==> src/rtl/uart_pkg.sv <==
// Shared types and helpers for the oversampling UART receiver and its matching transmitter.
package uart_pkg;

    localparam int unsigned PARITY_NONE   = 0;
    localparam int unsigned PARITY_ODD    = 1;
    localparam int unsigned PARITY_EVEN   = 2;
    localparam int unsigned MAX_DATA_BITS = 9;

    typedef enum logic [2:0] {
        ST_IDLE      = 3'd0,
        ST_START     = 3'd1,
        ST_DATA      = 3'd2,
        ST_PARITY    = 3'd3,
        ST_STOP      = 3'd4,
        ST_WAIT_IDLE = 3'd5
    } state_t;

    function automatic logic maj3(input logic a, input logic b, input logic c);
        return (a & b) | (a & c) | (b & c);
    endfunction

    // Parity bit a correct transmitter sends for the given (zero-extended) data word.
    function automatic logic calc_parity(input logic [MAX_DATA_BITS-1:0] data,
                                         input int unsigned mode);
        return (mode == PARITY_ODD) ? ~(^data) : (^data);
    endfunction

endpackage

==> src/rtl/uart_baud_tick.sv <==
// Free-running divider producing a one-clk tick every CLK_FREQ/(BAUD*OVERSAMPLE) clks.
module uart_baud_tick #(
    parameter int unsigned CLK_FREQ   = 30_000_000,
    parameter int unsigned BAUD       = 9600,
    parameter int unsigned OVERSAMPLE = 16
) (
    input  logic clk,
    input  logic rst_n,
    output logic tick
);

    localparam int unsigned DIV = CLK_FREQ / (BAUD * OVERSAMPLE);
    localparam int unsigned CW  = (DIV > 1) ? $clog2(DIV) : 1;

    generate
        if (DIV < 1) begin : g_div_check
            $error("uart_baud_tick: CLK_FREQ too low for BAUD*OVERSAMPLE");
        end
    endgenerate

    logic [CW-1:0] cnt_q, cnt_d;
    logic          tick_q, tick_d;

    always_comb begin
        tick_d = (cnt_q == CW'(DIV - 1));
        cnt_d  = tick_d ? '0 : cnt_q + CW'(1);
    end

    always_ff @(posedge clk) begin
        if (!rst_n) begin
            cnt_q  <= '0;
            tick_q <= 1'b0;
        end else begin
            cnt_q  <= cnt_d;
            tick_q <= tick_d;
        end
    end

    assign tick = tick_q;

endmodule

==> src/rtl/uart_rx_os.sv <==
// Oversampling UART receiver: configurable framing, 3-sample majority vote,
// valid/ready holding register with parity, framing, overrun and break reporting.
module uart_rx_os
    import uart_pkg::*;
#(
    parameter int unsigned CLK_FREQ   = 30_000_000,
    parameter int unsigned BAUD       = 9600,
    parameter int unsigned OVERSAMPLE = 16,
    parameter int unsigned DATA_BITS  = 8,
    parameter int unsigned PARITY     = 0,
    parameter int unsigned STOP_BITS  = 1
) (
    input  logic                 clk,
    input  logic                 rst_n,
    input  logic                 rx,
    output logic [DATA_BITS-1:0] rx_data,
    output logic                 rx_valid,
    input  logic                 rx_ready,
    output logic                 parity_err,
    output logic                 frame_err,
    output logic                 overrun,
    output logic                 break_det
);

    localparam int unsigned M  = OVERSAMPLE / 2;
    localparam int unsigned SW = $clog2(OVERSAMPLE);
    localparam int unsigned BW = 4;
    localparam bit PAR_EN      = (PARITY != PARITY_NONE);

    generate
        if (OVERSAMPLE < 8 || OVERSAMPLE > 32 || DATA_BITS < 5 || DATA_BITS > 9 ||
            PARITY > 2 || STOP_BITS < 1 || STOP_BITS > 2) begin : g_param_check
            $error("uart_rx_os: parameter out of legal range");
        end
    endgenerate

    state_t                 state_q, state_d;
    logic [1:0]             sync_q, sync_d;
    logic [SW-1:0]          scnt_q, scnt_d;
    logic [BW-1:0]          bcnt_q, bcnt_d;
    logic [1:0]             samp_q, samp_d;
    logic [DATA_BITS-1:0]   shift_q, shift_d;
    logic                   par_bit_q, par_bit_d;
    logic                   stop_err_q, stop_err_d;
    logic                   first_stop_q, first_stop_d;
    logic [DATA_BITS-1:0]   rx_data_q, rx_data_d;
    logic                   rx_valid_q, rx_valid_d;
    logic                   parity_err_q, parity_err_d;
    logic                   frame_err_q, frame_err_d;
    logic                   overrun_q, overrun_d;
    logic                   break_q, break_d;

    logic tick, rxs;
    logic bit_end_c, vote_pt_c, vote_c, last_data_c, last_stop_c, frame_done_c;
    logic first_stop_c, pe_c, fe_c, bd_c;

    uart_baud_tick #(
        .CLK_FREQ   (CLK_FREQ),
        .BAUD       (BAUD),
        .OVERSAMPLE (OVERSAMPLE)
    ) u_tick (
        .clk   (clk),
        .rst_n (rst_n),
        .tick  (tick)
    );

    assign rxs          = sync_q[1];
    assign bit_end_c    = tick && (scnt_q == SW'(OVERSAMPLE - 1));
    assign vote_pt_c    = tick && (scnt_q == SW'(M + 1));
    assign vote_c       = maj3(samp_q[1], samp_q[0], rxs);
    assign last_data_c  = (bcnt_q == BW'(DATA_BITS - 1));
    assign last_stop_c  = (bcnt_q == BW'(STOP_BITS - 1));
    assign frame_done_c = (state_q == ST_STOP) && vote_pt_c && last_stop_c;

    // Frame status as it stands at the final stop-bit vote.
    assign first_stop_c = (bcnt_q == BW'(0)) ? vote_c : first_stop_q;
    assign pe_c = PAR_EN && (par_bit_q != calc_parity(MAX_DATA_BITS'(shift_q), PARITY));
    assign fe_c = stop_err_q || !vote_c;
    assign bd_c = (shift_q == '0) && (!PAR_EN || !par_bit_q) && !first_stop_c;

    always_ff @(posedge clk) begin
        if (!rst_n) state_q <= ST_IDLE;
        else        state_q <= state_d;
    end

    always_comb begin
        state_d = state_q;
        case (state_q)
            ST_IDLE:      if (tick && !rxs) state_d = ST_START;
            ST_START: begin
                if (vote_pt_c && vote_c) state_d = ST_IDLE;
                else if (bit_end_c)      state_d = ST_DATA;
            end
            ST_DATA:      if (bit_end_c && last_data_c) state_d = PAR_EN ? ST_PARITY : ST_STOP;
            ST_PARITY:    if (bit_end_c) state_d = ST_STOP;
            ST_STOP:      if (frame_done_c) state_d = fe_c ? ST_WAIT_IDLE : ST_IDLE;
            ST_WAIT_IDLE: if (tick && rxs) state_d = ST_IDLE;
            default:      state_d = ST_IDLE;
        endcase
    end

    always_comb begin
        sync_d       = {sync_q[0], rx};
        scnt_d       = scnt_q;
        bcnt_d       = bcnt_q;
        samp_d       = samp_q;
        shift_d      = shift_q;
        par_bit_d    = par_bit_q;
        stop_err_d   = stop_err_q;
        first_stop_d = first_stop_q;
        rx_data_d    = rx_data_q;
        rx_valid_d   = rx_valid_q;
        parity_err_d = parity_err_q;
        frame_err_d  = frame_err_q;
        overrun_d    = overrun_q;
        break_d      = break_q;

        if (state_q == ST_IDLE || state_q == ST_WAIT_IDLE) begin
            scnt_d     = '0;
            bcnt_d     = '0;
            stop_err_d = 1'b0;
        end else if (tick) begin
            scnt_d = bit_end_c ? '0 : scnt_q + SW'(1);
        end

        if (tick && (scnt_q == SW'(M - 1) || scnt_q == SW'(M))) samp_d = {samp_q[0], rxs};

        if ((state_q == ST_DATA || state_q == ST_STOP) && bit_end_c)
            bcnt_d = (state_q == ST_DATA && last_data_c) ? '0 : bcnt_q + BW'(1);

        if (vote_pt_c) begin
            case (state_q)
                ST_DATA:   shift_d = {vote_c, shift_q[DATA_BITS-1:1]};
                ST_PARITY: par_bit_d = vote_c;
                ST_STOP: begin
                    stop_err_d   = stop_err_q | ~vote_c;
                    first_stop_d = first_stop_c;
                end
                default: ;
            endcase
        end

        // A completing frame wins over a plain transfer; a busy register drops it.
        if (frame_done_c) begin
            if (!rx_valid_q || rx_ready) begin
                rx_data_d    = shift_q;
                parity_err_d = pe_c;
                frame_err_d  = fe_c;
                break_d      = bd_c;
                rx_valid_d   = 1'b1;
                overrun_d    = 1'b0;
            end else begin
                overrun_d = 1'b1;
            end
        end else if (rx_valid_q && rx_ready) begin
            rx_valid_d = 1'b0;
            overrun_d  = 1'b0;
        end
    end

    always_ff @(posedge clk) begin
        if (!rst_n) begin
            sync_q       <= 2'b11;
            scnt_q       <= '0;
            bcnt_q       <= '0;
            samp_q       <= 2'b11;
            shift_q      <= '0;
            par_bit_q    <= 1'b0;
            stop_err_q   <= 1'b0;
            first_stop_q <= 1'b1;
            rx_data_q    <= '0;
            rx_valid_q   <= 1'b0;
            parity_err_q <= 1'b0;
            frame_err_q  <= 1'b0;
            overrun_q    <= 1'b0;
            break_q      <= 1'b0;
        end else begin
            sync_q       <= sync_d;
            scnt_q       <= scnt_d;
            bcnt_q       <= bcnt_d;
            samp_q       <= samp_d;
            shift_q      <= shift_d;
            par_bit_q    <= par_bit_d;
            stop_err_q   <= stop_err_d;
            first_stop_q <= first_stop_d;
            rx_data_q    <= rx_data_d;
            rx_valid_q   <= rx_valid_d;
            parity_err_q <= parity_err_d;
            frame_err_q  <= frame_err_d;
            overrun_q    <= overrun_d;
            break_q      <= break_d;
        end
    end

    assign rx_data    = rx_data_q;
    assign rx_valid   = rx_valid_q;
    assign parity_err = parity_err_q;
    assign frame_err  = frame_err_q;
    assign overrun    = overrun_q;
    assign break_det  = break_q;

endmodule

==> config.mk <==
export PLATFORM = sky130hd
export DESIGN_NAME = uart_rx_os
export DESIGN_NICKNAME = d
export VERILOG_FILES = /design/src/rtl/uart_pkg.sv /design/src/rtl/uart_baud_tick.sv /design/src/rtl/uart_rx_os.sv
export SDC_FILE = /design/constraint.sdc
export NUM_CORES = 1
export LEC_CHECK = 0
export BUFFER_PORTS_ARGS = -buffer_cell sky130_fd_sc_hd__buf_4
export CELL_PAD_IN_SITES_DETAIL_PLACEMENT = 0
export CELL_PAD_IN_SITES_GLOBAL_PLACEMENT = 1
export CORE_MARGIN = 1
export CORE_UTILIZATION = 46
export DETAILED_ROUTE_END_ITERATION = 8
export PLACE_DENSITY = 0.82
export REMOVE_ABC_BUFFERS = 1
export SLEW_MARGIN = 15
export SYNTH_ARGS = -nofsm -noshare
export SYNTH_HDL_FRONTEND = slang
export SYNTH_HIERARCHICAL = 1
export SYNTH_SLANG_ARGS = --single-unit
==> constraint.sdc <==
create_clock -name clk -period 2.43 [get_ports clk]
set_input_delay 0.486 -clock clk [delete_from_list [all_inputs] [get_ports clk]]
set_output_delay 0.486 -clock clk [all_outputs]
set_load 0.005 [all_outputs]
==> metrics.md, run 1 <==
| Metric | Value |
|---|---|
| Ys Warns | 6 |
| Nets@finish | 254 |
| Final Max Slew Viols | 0 |
| Worst path max stage delay | 0.48 ns |
| RSZ-0062 raised after global routing | no |
| Synth async-reset ratio | 0% |
| H-tree Lvls | 2 |
| Post-Syn Area | 0.002163 sq mm |
| Sw Ratio | 20.32% |
| Bufs and invs on worst path | 2 |
| Placed cell count | 288 |
| Distinct cell type count after synthesis | 54 |
| Largest area contributor in the netlist | dfxtp_1 |
| Primary FF master, synth | dfxtp_1 |
| Critical Path Source Type | flop |
| Critical path's slowest cell | or4b_1 |
| First-pass GRT wire length | 6244 um |
| Avg Inst Size Synth | 9.488 sq um |
| Total CTS buffers | 5 |
| Worst-path cell chain | inv_1 > ha_1 > or3b_2 > or4b_1 > buf_4 > nand2_2 > o21ai_1 > and2_1 |
| Crit path kind | reg -> reg |
| Worst Setup End Kind | flop |
| Rows | 24 |
| Critical Path AT | 2.28 ns |
| Worst slack at placement | 0.3694 ns |
| Vias in the first global route | 1399 |
| Antenna-violating nets left | 0 |
| Fmax | 0.4789 GHz |
| Design Power | 0.001333 W |
| Most area-consuming cells after synthesis | dfxtp_1 42%, mux2i_1 9.7%, nor2b_1 5.8% |
| Status | complete, no violations |
| Largest net degree at the start of global routing | 40 |
| Cell depth of the worst setup path | 8 |
| Worst vdd ir | 412.3 uV |
| Post-CTS sizing | 0 |
| Max-slew headroom | 58.22% |
| Die area | 0.004981 sq mm |
| Synth Instances | 228 |
| DR pass1 iterations | 4 |
| DR WL/cell | 12.14 um |
| Clock buffer depth | 2 |
| Reg2Reg Depth | 8 |
| DRC | 0 |
| CTS Hold Buffers Added | 0 |
| Int Pwr | 0.001062 W |
| Most frequent cell after synthesis | dfxtp_1 |
| Final cycle utilization of the critical path | 85.93% |
| Top cell family by delay on the critical path | simple AND/OR/NAND/NOR gates |
| Post-DP HPWL | 2497 um |
| Clock Skews | 0.002222 ns |
| Clk pwr share | 41.3% |
| Total gr overflow | 0 |
| CTS clk-pin slew, worst paths | 0.08 ns |
| Fin worst setup slack | 0.3419 ns |
| Power share of the sequential group | 56.2% |
| Post-CTS setup buffers | 0 |
| Sw power | 0.0002709 W |
| Vias per inst | 5.224 |
| Clk sinks | 45 |
| Placer Congestion | 0.7700 |
| Yosys top cell area share | 41.64% |
| Clk root buf | clkbuf_8 |
| Layout area overhead | 10.82% |
| TritonCTS clock tree | yes |
| Power Dens Cells | 556.2 mW/mm^2 |
| Initial drt markers | 68 |
| IO buf count | 15 |
| Die width | 70.58 um |
| IO Pins | 17 |
| Post-synth EDFFs | 0 |
| Layout Cells excl Fill | 295 |
| Final Setup Violations | 0 |
| Core Box Area | 0.004444 sq mm |
| Initial antenna violation count | 0 |
| Sum of negative setup slack | 0 ns |
| Die Ht | 70.58 um |
| Worst-skew pair later-pin latency | 0.29 ns |
| Hold Path Depth | 2 |
| Worst slew pin tran | 0.6202 ns |
| Final Hold Viols | 0 |
| Max cap viols | 0 |
| Tmin final | 2.088 ns |
| Layout cells sized above 1 | 16.46% |
| Total track usage | 15.55% |
| Comb pwr share | 2.5% |
| Yosys reg bits | 45 |
| Post-synthesis sequential area ratio | 41.64% |
| Starting Density | 48.68% |
| Leakage | 0.9159 nW |
| Worst EP required | 2.62 ns |
| Top cells by count, synth | 45 x dfxtp_1, 21 x mux2i_1, 20 x nor2b_1, 14 x nor2_1, 13 x nand2_1 |
| # diodes | 0 |
| Total Wirelength | 3581 um |
| Min-delay worst type | in -> reg |
| CP Max Fanout | 12 |
| Filler cells | 418 |
| Total number of vias | 1541 |
## path summary, 6_finish.rpt
path / start / slack (ns) / end
setup / recovery: bcnt_q[0] / 0.34 / frame_err
hold / removal: rx / 0.37 / sync_q[0]
setup reg to reg: bcnt_q[0] / 0.34 / frame_err
hold reg to reg: sync_q[0] / 0.41 / sync_q[1]
## layout by cell type (no fill, tap or decap), types with 4 or more instances in the layout
cell,netlist,layout
ha_1,7,7
nand2_1,13,13
buf_4,3,18
nor2b_1,20,20
mux2i_1,21,21
clkbuf_8,0,5
nor3_1,4,4
a21oi_1,6,6
inv_1,11,11
dfxtp_1,45,45
nor2_1,14,14
nand3_1,11,11
o21ai_0,10,10
## layout make-up
class	count	area, sq um	area share [%]
clock buffer	5	68.82	2.871
clock inverter	2	38.79	1.618
inverter	11	41.29	1.722
multi-input combinational	162	1147	47.86
sequential	45	900.9	37.58
tap	52	65.06	2.714
timing repair buffer	18	135.1	5.637
## cells by family after synthesis
group | synth area share (%)
XOR/XNOR | 1.620
multiplexers | 9.717
adder cells (fa/ha/maj) | 4.511
buffers and inverters | 5.321
AND/OR/NAND/NOR | 25.56
other | 0.1733
AO/OA/AOI/OAI | 11.45
flip-flops | 41.64
## stage by stage
step,util [%],instance area (sq um),hold WS [ns]
6_report,53.94,2397,0.3684
3_3_place_gp,51.52,2290,0.3976
2_1_floorplan,-,2090,0.3863
5_1_grt,53.94,2397,0.3617
3_5_place_dp,51.52,2290,0.3948
4_1_cts,53.94,2397,0.3578
## state kept, by name, indices dropped and copies added, names as in the netlist
name	flops
u_tick/cnt_q	8
rx_data	8
samp_q	2
shift_q	8
sync_q	2
bcnt_q	4
stop_err_q	1
frame_err	1
rx_valid	1
u_tick/tick	1
scnt_q	4
state_q	3
overrun	1
break_det	1
## per-layer routing
layer | part of all wire [%] | up-vias | track usage, %
met2 | 45 | 16 | 23.95
li1 | - | 821 | -
met5 | 0 | - | 0
met1 | 51 | 698 | 20.47
met4 | 1.5 | 0 | 7.333
met3 | 2.8 | 6 | 4.131
## power groups by stage
| stage | clock network, W | registers [W] | logic, W |
|---|---|---|---|
| final | 0.000550 | 0.000750 | 0.0000331 |
| after floorplan | 0 | 0.000766 | 0.0000196 |
| after detailed placement | 0 | 0.000768 | 0.0000338 |
| after global placement | 0 | 0.000767 | 0.0000337 |
| after global routing | 0.000596 | 0.000752 | 0.0000372 |
| after CTS | 0.000573 | 0.000750 | 0.0000338 |
(Power assumes the default switching activity.)
==> run 2, diff against run 1 <==
--- a/config.mk
+++ b/config.mk
@@ -11,6 +11,7 @@
 export CORE_MARGIN = 1
 export CORE_UTILIZATION = 46
 export DETAILED_ROUTE_END_ITERATION = 8
+export GPL_TIMING_DRIVEN = 0
 export PLACE_DENSITY = 0.82
 export REMOVE_ABC_BUFFERS = 1
 export SLEW_MARGIN = 15
==> run 2 against run 1 <==
  * Register-to-register slack about the same
  * Power shrank 7.6%
  * Utilization shrank 0.87 points
  * Critical path depth decreased by 1
  * Via count increased by 0.45%
  * Non-clock buffer count is 3 lower
  * Sequential power hardly changed
  * Sequential share of layout area rose by 0.62 points
  * Fmax about the same
  * Hold slack improved by 0.0092 ns
  * Final cell count is 1.0% lower
==> metrics.md, run 2 (same netlist as run 1, synthesis figures left out) <==
| Metric | Value |
|---|---|
| Max-slew headroom | 61.09% (was 58.22%) |
| Final cycle utilization of the critical path | 85.97% (was 85.93%) |
| Hold Path Origin | rx (unchanged) |
| Nets@finish | 251 (was 254) |
| Critical Path Source Type | flop (unchanged) |
| Worst slew pin tran | 0.5776 ns (was 0.6202 ns) |
| WHS | 0.3776 ns (was 0.3684 ns) |
| Crit path kind | reg -> reg (unchanged) |
| Layout cells sized above 1 | 16.25% (was 16.46%) |
| Core Box Area | 0.004444 sq mm (unchanged) |
| Final Max Slew Viols | 0 (unchanged) |
| Max cap viols | 0 (unchanged) |
| H-tree Lvls | 2 (unchanged) |
| Die Ht | 70.58 um (unchanged) |
| Antenna-violating nets left | 0 (unchanged) |
| DR WL/cell | 12.49 um (was 12.14 um) |
| Die area | 0.004981 sq mm (unchanged) |
| First-pass GRT wire length | 6472 um (was 6244 um) |
| Clock Skews | 0.006691 ns (was 0.002222 ns) |
| Fin util | 53.07% (was 53.94%) |
| Total CTS buffers | 5 (unchanged) |
| DRC | 0 (unchanged) |
| Largest net degree at the start of global routing | 40 (unchanged) |
| Vias per inst | 5.301 (was 5.224) |
| Initial drt markers | 88 (was 68) |
| CTS clk-pin slew, worst paths | 0.08 ns (about the same) |
| Reg2Reg Setup Slack | 0.34 ns (about the same) |
| Worst vdd ir | 380.7 uV (was 412.3 uV) |
| Placer Congestion | 0.7797 (was 0.7700) |
| CP Max Fanout | 12 (unchanged) |
| Clk root buf | clkbuf_8 (unchanged) |
| Post-DP HPWL | 2507 um (was 2497 um) |
| TritonCTS clock tree | yes (unchanged) |
| Power Dens Cells | 522.3 mW/mm^2 (was 556.2 mW/mm^2) |
| Reg2Reg Depth | 7 (was 8) |
| Vias in the first global route | 1451 (was 1399) |
| Final Hold Viols | 0 (unchanged) |
| Starting Density | 48.68% (unchanged) |
| Layout area overhead | 9.022% (was 10.82%) |
| Storage element area | 900.9 sq um (unchanged) |
| Sum of negative setup slack | 0 ns (unchanged) |
| Worst EP required | 2.62 ns (about the same) |
| Worst-skew pair later-pin latency | 0.29 ns (about the same) |
| Design Power | 0.001232 W (was 0.001333 W) |
| Total number of vias | 1548 (was 1541) |
| Reg-to-Reg End | frame_err (unchanged) |
| Most common cell after layout, fill and taps aside | dfxtp_1 (unchanged) |
| Rows | 24 (unchanged) |
| IO buf count | 15 (unchanged) |
| Min-delay worst type | in -> reg (unchanged) |
| Final Setup Violations | 0 (unchanged) |
| DR pass1 iterations | 4 (unchanged) |
| Hold EP | sync_q[0] (unchanged) |
| Filler cells | 436 (was 418) |
| Total track usage | 16.33% (was 15.55%) |
| Critical Path AT | 2.28 ns (about the same) |
| Multi-input logic area | 0.001154 sq mm (was 0.001147 sq mm) |
| RSZ-0062 raised after global routing | no (unchanged) |
| Clk sinks | 45 (unchanged) |
| Total Wirelength | 3646 um (was 3581 um) |
| # diodes | 0 (unchanged) |
| Total gr overflow | 0 (unchanged) |
| Hold Path Depth | 2 (unchanged) |
| Worst R2R Start | bcnt_q[0] (unchanged) |
| IO Pins | 17 (unchanged) |
| Die width | 70.58 um (unchanged) |
| Worst Setup End Kind | flop (unchanged) |
| Clock buffer depth | 2 (unchanged) |
| Leakage | 0.8893 nW (was 0.9159 nW) |
| Initial antenna violation count | 0 (unchanged) |
| Tmin final | 2.089 ns (was 2.088 ns) |
| Status | complete, no violations (unchanged) |
| Fmax | 0.4787 GHz (was 0.4789 GHz) |
| Most frequent cells in the layout | 45 x dfxtp_1, 21 x mux2i_1, 19 x nor2b_1 (was 45 x dfxtp_1, 21 x mux2i_1, 20 x nor2b_1) |
-- run 2: how the worst max path moves through the flow --
stage / start / endpoint / slack, ns / cells past startpoint
after CTS: bcnt_q[0] / frame_err / 0.07 / 7
final: bcnt_q[0] / frame_err / 0.34 / 7
after global routing: u_tick/tick / frame_err / 0.19 / 5
after floorplan: bcnt_q[0] / frame_err / 0.28 / 7
after detailed placement: bcnt_q[0] / frame_err / 0.08 / 7
after global placement: bcnt_q[0] / frame_err / 0.11 / 7
-- run 2: power by group --
part	switching [W]	internal [W]
registers	0.00000728	0.000742
clock network	0.000251	0.000198
logic	0.0000175	0.0000159
-- run 2: area by class of cell --
| cell class | instances | share of cell area [%] |
|---|---|---|
| Tap cell | 52 | 2.759 |
| Sequential cell | 45 | 38.20 |
| Clock inverter | 2 | 0.6897 |
| Multi-Input combinational cell | 162 | 48.91 |
| Inverter | 11 | 1.751 |
| Timing Repair Buffer | 15 | 4.775 |
| Clock buffer | 5 | 2.918 |
-- run 2: metal layers --
| layer | up-vias | track usage, % | part of all wire, % |
|---|---|---|---|
| met1 | 711 | 21.69 | 51 |
| li1 | 814 | - | - |
| met3 | 5 | 3.419 | 2.9 |
| met4 | 0 | 6.000 | 0.99 |
| met5 | - | 0 | 0 |
| met2 | 18 | 26.43 | 45 |
-- run 2: what timing repair did --
action	4_1_cts	5_1_grt
resized for setup	0	2
buffers inserted	0	0
setup endpoints to repair	0	4
hold buffers	0	0
-- run 2: worst max-delay path: stages (launching register included) --
cell and delay [ns]:
dfxtp_1 0.36, inv_1 0.08, ha_1 0.13, or3b_2 0.49, or4b_4 0.64, nand2_2 0.11, o21ai_1 0.05, and2_1 0.14
-- run 2: stage by stage --
stage               area [sq um]  std cells  worst slack [ns]
detailed placement          2267        285           0.07946
finish                      2359        292            0.3410
global placement            2267        285            0.1081
global route                2359        292            0.1870
CTS                         2352        292           0.07309
floorplan                   2090        218            0.2833
==> run 3, diff against run 2 <==
==> config.mk (replaced) <==
export PLATFORM = sky130hd
export DESIGN_NAME = uart_rx_os
export DESIGN_NICKNAME = d
export VERILOG_FILES = /design/src/rtl/uart_pkg.sv /design/src/rtl/uart_baud_tick.sv /design/src/rtl/uart_rx_os.sv
export SDC_FILE = /design/constraint.sdc
export NUM_CORES = 1
export LEC_CHECK = 0
export BUFFER_PORTS_ARGS = -buffer_cell sky130_fd_sc_hd__buf_4
export CORE_MARGIN = 1
export CORE_UTILIZATION = 50
export DETAILED_ROUTE_END_ITERATION = 8
export GPL_TIMING_DRIVEN = 0
export PLACE_DENSITY = 0.72
export REMOVE_ABC_BUFFERS = 1
export SLEW_MARGIN = 15
export SYNTH_ARGS = -nofsm -noshare
export SYNTH_HDL_FRONTEND = slang
export SYNTH_SLANG_ARGS = --single-unit
==> run 3 against run 2 <==
  * Critical path depth is 1 lower
  * Flip-flop and latch count did not move
  * Final cell count down 4.5%
  * Global-route usage up 0.51 points
==> metrics.md, run 3 <==
| Metric | Value |
|---|---|
| Leakage | 0.9314 nW (was 0.8893 nW) |
| Avg Inst Size Synth | 9.451 sq um (was 9.488 sq um) |
| Most frequent cell after synthesis | dfxtp_1 (unchanged) |
| Post-synthesis sequential area ratio | 44.33% (was 41.64%) |
| Post-DP HPWL | 2250 um (was 2507 um) |
| Starting Density | 53.88% (was 48.68%) |
| Layout area overhead | 11.95% (was 9.022%) |
| Int Pwr | 0.001130 W (was 0.0009566 W) |
| Fmax | 0.4974 GHz (was 0.4787 GHz) |
| Worst-skew pair later-pin latency | 0.29 ns (about the same) |
| Most frequent cells in the layout | 45 x dfxtp_1, 38 x nor2_1, 21 x mux2i_1 (was 45 x dfxtp_1, 21 x mux2i_1, 19 x nor2b_1) |
| Vias per inst | 5.215 (was 5.301) |
| Final Setup Violations | 0 (unchanged) |
| Ys Warns | 0 (was 6) |
| Clk pwr share | 37.3% (was 36.4%) |
| Sum of negative setup slack | 0 ns (unchanged) |
| Layout cells sized above 1 | 15.15% (was 16.25%) |
| Filler cells | 340 (was 436) |
| Total CTS buffers | 5 (unchanged) |
| Critical Path AT | 2.20 ns (was 2.28 ns) |
| Worst EP required | 2.62 ns (about the same) |
| Max cap viols | 0 (unchanged) |
| Final Hold Viols | 0 (unchanged) |
| Worst Setup End Kind | flop (unchanged) |
| Initial antenna violation count | 0 (unchanged) |
| Status | complete, no violations (unchanged) |
| Reg2Reg Depth | 6 (was 7) |
| Placer Congestion | 0.7929 (was 0.7797) |
| Final cycle utilization of the critical path | 82.74% (was 85.97%) |
| Worst slew pin tran | 0.7513 ns (was 0.5776 ns) |
| DRC | 0 (unchanged) |
| Power Dens Cells | 656.1 mW/mm^2 (was 522.3 mW/mm^2) |
| Post-Syn Area | 0.002032 sq mm (was 0.002163 sq mm) |
| Largest area contributor in the netlist | dfxtp_1 (unchanged) |
| Max-slew headroom | 49.60% (was 61.09%) |
| CP Max Fanout | 7 (was 12) |
| Die area | 0.004323 sq mm (was 0.004981 sq mm) |
| IO Pins | 17 (unchanged) |
| First-pass GRT wire length | 5554 um (was 6472 um) |
| Yosys reg bits | 45 (unchanged) |
| RSZ-0062 raised after global routing | no (unchanged) |
| Most area-consuming cells after synthesis | dfxtp_1 44%, mux2i_1 10%, nor2_1 7.0% (was dfxtp_1 42%, mux2i_1 9.7%, nor2b_1 5.8%) |
| Total Wirelength | 3282 um (was 3646 um) |
| Die Ht | 65.75 um (was 70.58 um) |
| Total number of vias | 1455 (was 1548) |
| TritonCTS clock tree | yes (unchanged) |
| Nets@finish | 241 (was 251) |
| Comb pwr share | 10.6% (was 2.7%) |
| Hold Path Origin | rx (unchanged) |
| Hold EP | sync_q[0] (unchanged) |
| Tmin final | 2.011 ns (was 2.089 ns) |
| Most common cell after layout, fill and taps aside | dfxtp_1 (unchanged) |
| Clk root buf | clkbuf_8 (unchanged) |
| Design Power | 0.001492 W (was 0.001232 W) |
| CTS clk-pin slew, worst paths | 0.08 ns (about the same) |
| Sw power | 0.0003629 W (was 0.0002753 W) |
| Reg2Reg Setup Slack | 0.42 ns (was 0.34 ns) |
| Crit path kind | reg -> reg (unchanged) |
| Distinct cell type count after synthesis | 48 (was 54) |
| Power share of the sequential group | 52.1% (was 60.9%) |
| Post-synth EDFFs | 0 (unchanged) |
| H-tree Lvls | 2 (unchanged) |
| Yosys top cell area share | 44.33% (was 41.64%) |
| DR WL/cell | 11.76 um (was 12.49 um) |
| Sw Ratio | 24.32% (was 22.35%) |
| Initial drt markers | 72 (was 88) |
| Final Max Slew Viols | 0 (unchanged) |
| Clk sinks | 45 (unchanged) |
| Hold Path Depth | 2 (unchanged) |
| Total track usage | 16.84% (was 16.33%) |
| Antenna-violating nets left | 0 (unchanged) |
| Worst vdd ir | 436.0 uV (was 380.7 uV) |
| Reg-to-Reg End | state_q[2] (was frame_err) |
| Total gr overflow | 0 (unchanged) |
| Clock buffer depth | 2 (unchanged) |
| Largest net degree at the start of global routing | 28 (was 40) |
| Primary FF master, synth | dfxtp_1 (unchanged) |
| Synth async-reset ratio | 0% (unchanged) |
| Vias in the first global route | 1274 (was 1451) |
| Clock Skews | 0.004325 ns (was 0.006691 ns) |
| # diodes | 0 (unchanged) |
| Core Box Area | 0.003771 sq mm (was 0.004444 sq mm) |
| Min-delay worst type | in -> reg (unchanged) |
| Top cells by count, synth | 45 x dfxtp_1, 38 x nor2_1, 21 x mux2i_1, 16 x nand2_1, 9 x a21oi_1 (was 45 x dfxtp_1, 21 x mux2i_1, 20 x nor2b_1, 14 x nor2_1, 13 x nand2_1) |
| IO buf count | 15 (unchanged) |
| Critical Path Source Type | flop (unchanged) |
| Synth Instances | 215 (was 228) |
| Die width | 65.75 um (was 70.58 um) |
| Rows | 22 (was 24) |
| DR pass1 iterations | 4 (unchanged) |
| Worst R2R Start | scnt_q[0] (was bcnt_q[0]) |
==> run 3: changes by cell type after synthesis, moves of 4 or more <==
cell | previous run | this run
inv_1 | 11 | 7
nand3_1 | 11 | 7
nor2_1 | 14 | 38
nor2b_1 | 20 | 1
o21ai_0 | 10 | 3
==> run 3: repair_timing <==
item / 4_1_cts / 5_1_grt
buffers inserted: 0 / 2
hold buffers: 0 / 0
setup endpoints to repair: 0 / 1
gates resized for setup: 0 / 0
hold endpoints to repair: 0 / 0
==> run 3: per-stage QoR <==
stage	hold WS (ns)	util [%]	worst slack (ns)	instance area, sq um	instances
after CTS	0.3664	59.92	0.1027	2260	277
final	0.3719	60.32	0.4194	2275	279
after global placement	0.3901	56.97	0.1775	2148	269
after detailed placement	0.3914	56.97	0.1238	2148	269
after floorplan	0.3863	-	0.6076	1976	206
after global routing	0.3630	60.32	0.3120	2275	279
==> run 3: worst max path at each step <==
stage	startpoint	endpoint	depth (start not counted)
detailed placement	scnt_q[0]	break_det	6
finish	scnt_q[0]	state_q[2]	6
CTS	scnt_q[0]	break_det	6
global placement	scnt_q[0]	break_det	6
floorplan	scnt_q[0]	break_det	6
global route	scnt_q[0]	state_q[2]	6
==> run 3: cells by family after synthesis <==
logic type | count (synthesis) | share of synthesized area (%)
XOR/XNOR | 9 | 3.879
AND/OR/NAND/NOR | 88 | 22.05
AO/OA/AOI/OAI | 26 | 10.16
flip-flops | 45 | 44.33
adder cells (fa/ha/maj) | 8 | 4.803
multiplexers | 21 | 10.34
other | 1 | 0.1846
buffers and inverters | 17 | 4.249
==> run 3: critical path, cell delays in order, from the launching register on <==
cell       delay [ns]
dfxtp_1          0.46
ha_1             0.19
and4b_1          0.36
a21boi_2         0.12
a2111oi_4        0.48
o221ai_2         0.16
o211a_1          0.14
==> run 3: cell type report <==
| class | count | area [sq um] | area share [%] |
|---|---|---|---|
| Clock inverter | 2 | 38.79 | 1.705 |
| Clock buffer | 6 | 72.57 | 3.190 |
| Multi-Input combinational cell | 153 | 1045 | 45.93 |
| Tap cell | 48 | 60.06 | 2.640 |
| Inverter | 8 | 30.03 | 1.320 |
| Timing Repair Buffer | 17 | 127.6 | 5.611 |
| Sequential cell | 45 | 900.9 | 39.60 |
==> run 3: metal layers <==
metal / up-vias / global-route usage, % / part of all wire (%) / wire length (um)
met1: 669 / 22.35 / 54 / 1759
met4: 0 / 4.891 / 0.76 / 25
met2: 13 / 25.26 / 43 / 1411
met5: - / 0 / 0 / 0
met3: 4 / 6.250 / 2.6 / 85
li1: 769 / - / - / -
==> run 3: power groups by stage <==
| stage | Sequential [W] | Combinational [W] | Clock [W] |
|---|---|---|---|
| 3_5_place_dp | 0.000795 | 0.000161 | 0 |
| 3_3_place_gp | 0.000794 | 0.000158 | 0 |
| 5_1_grt | 0.000781 | 0.000176 | 0.000611 |
| 2_1_floorplan | 0.000790 | 0.000129 | 0 |
| 4_1_cts | 0.000777 | 0.000161 | 0.000575 |
| 6_report | 0.000777 | 0.000159 | 0.000556 |
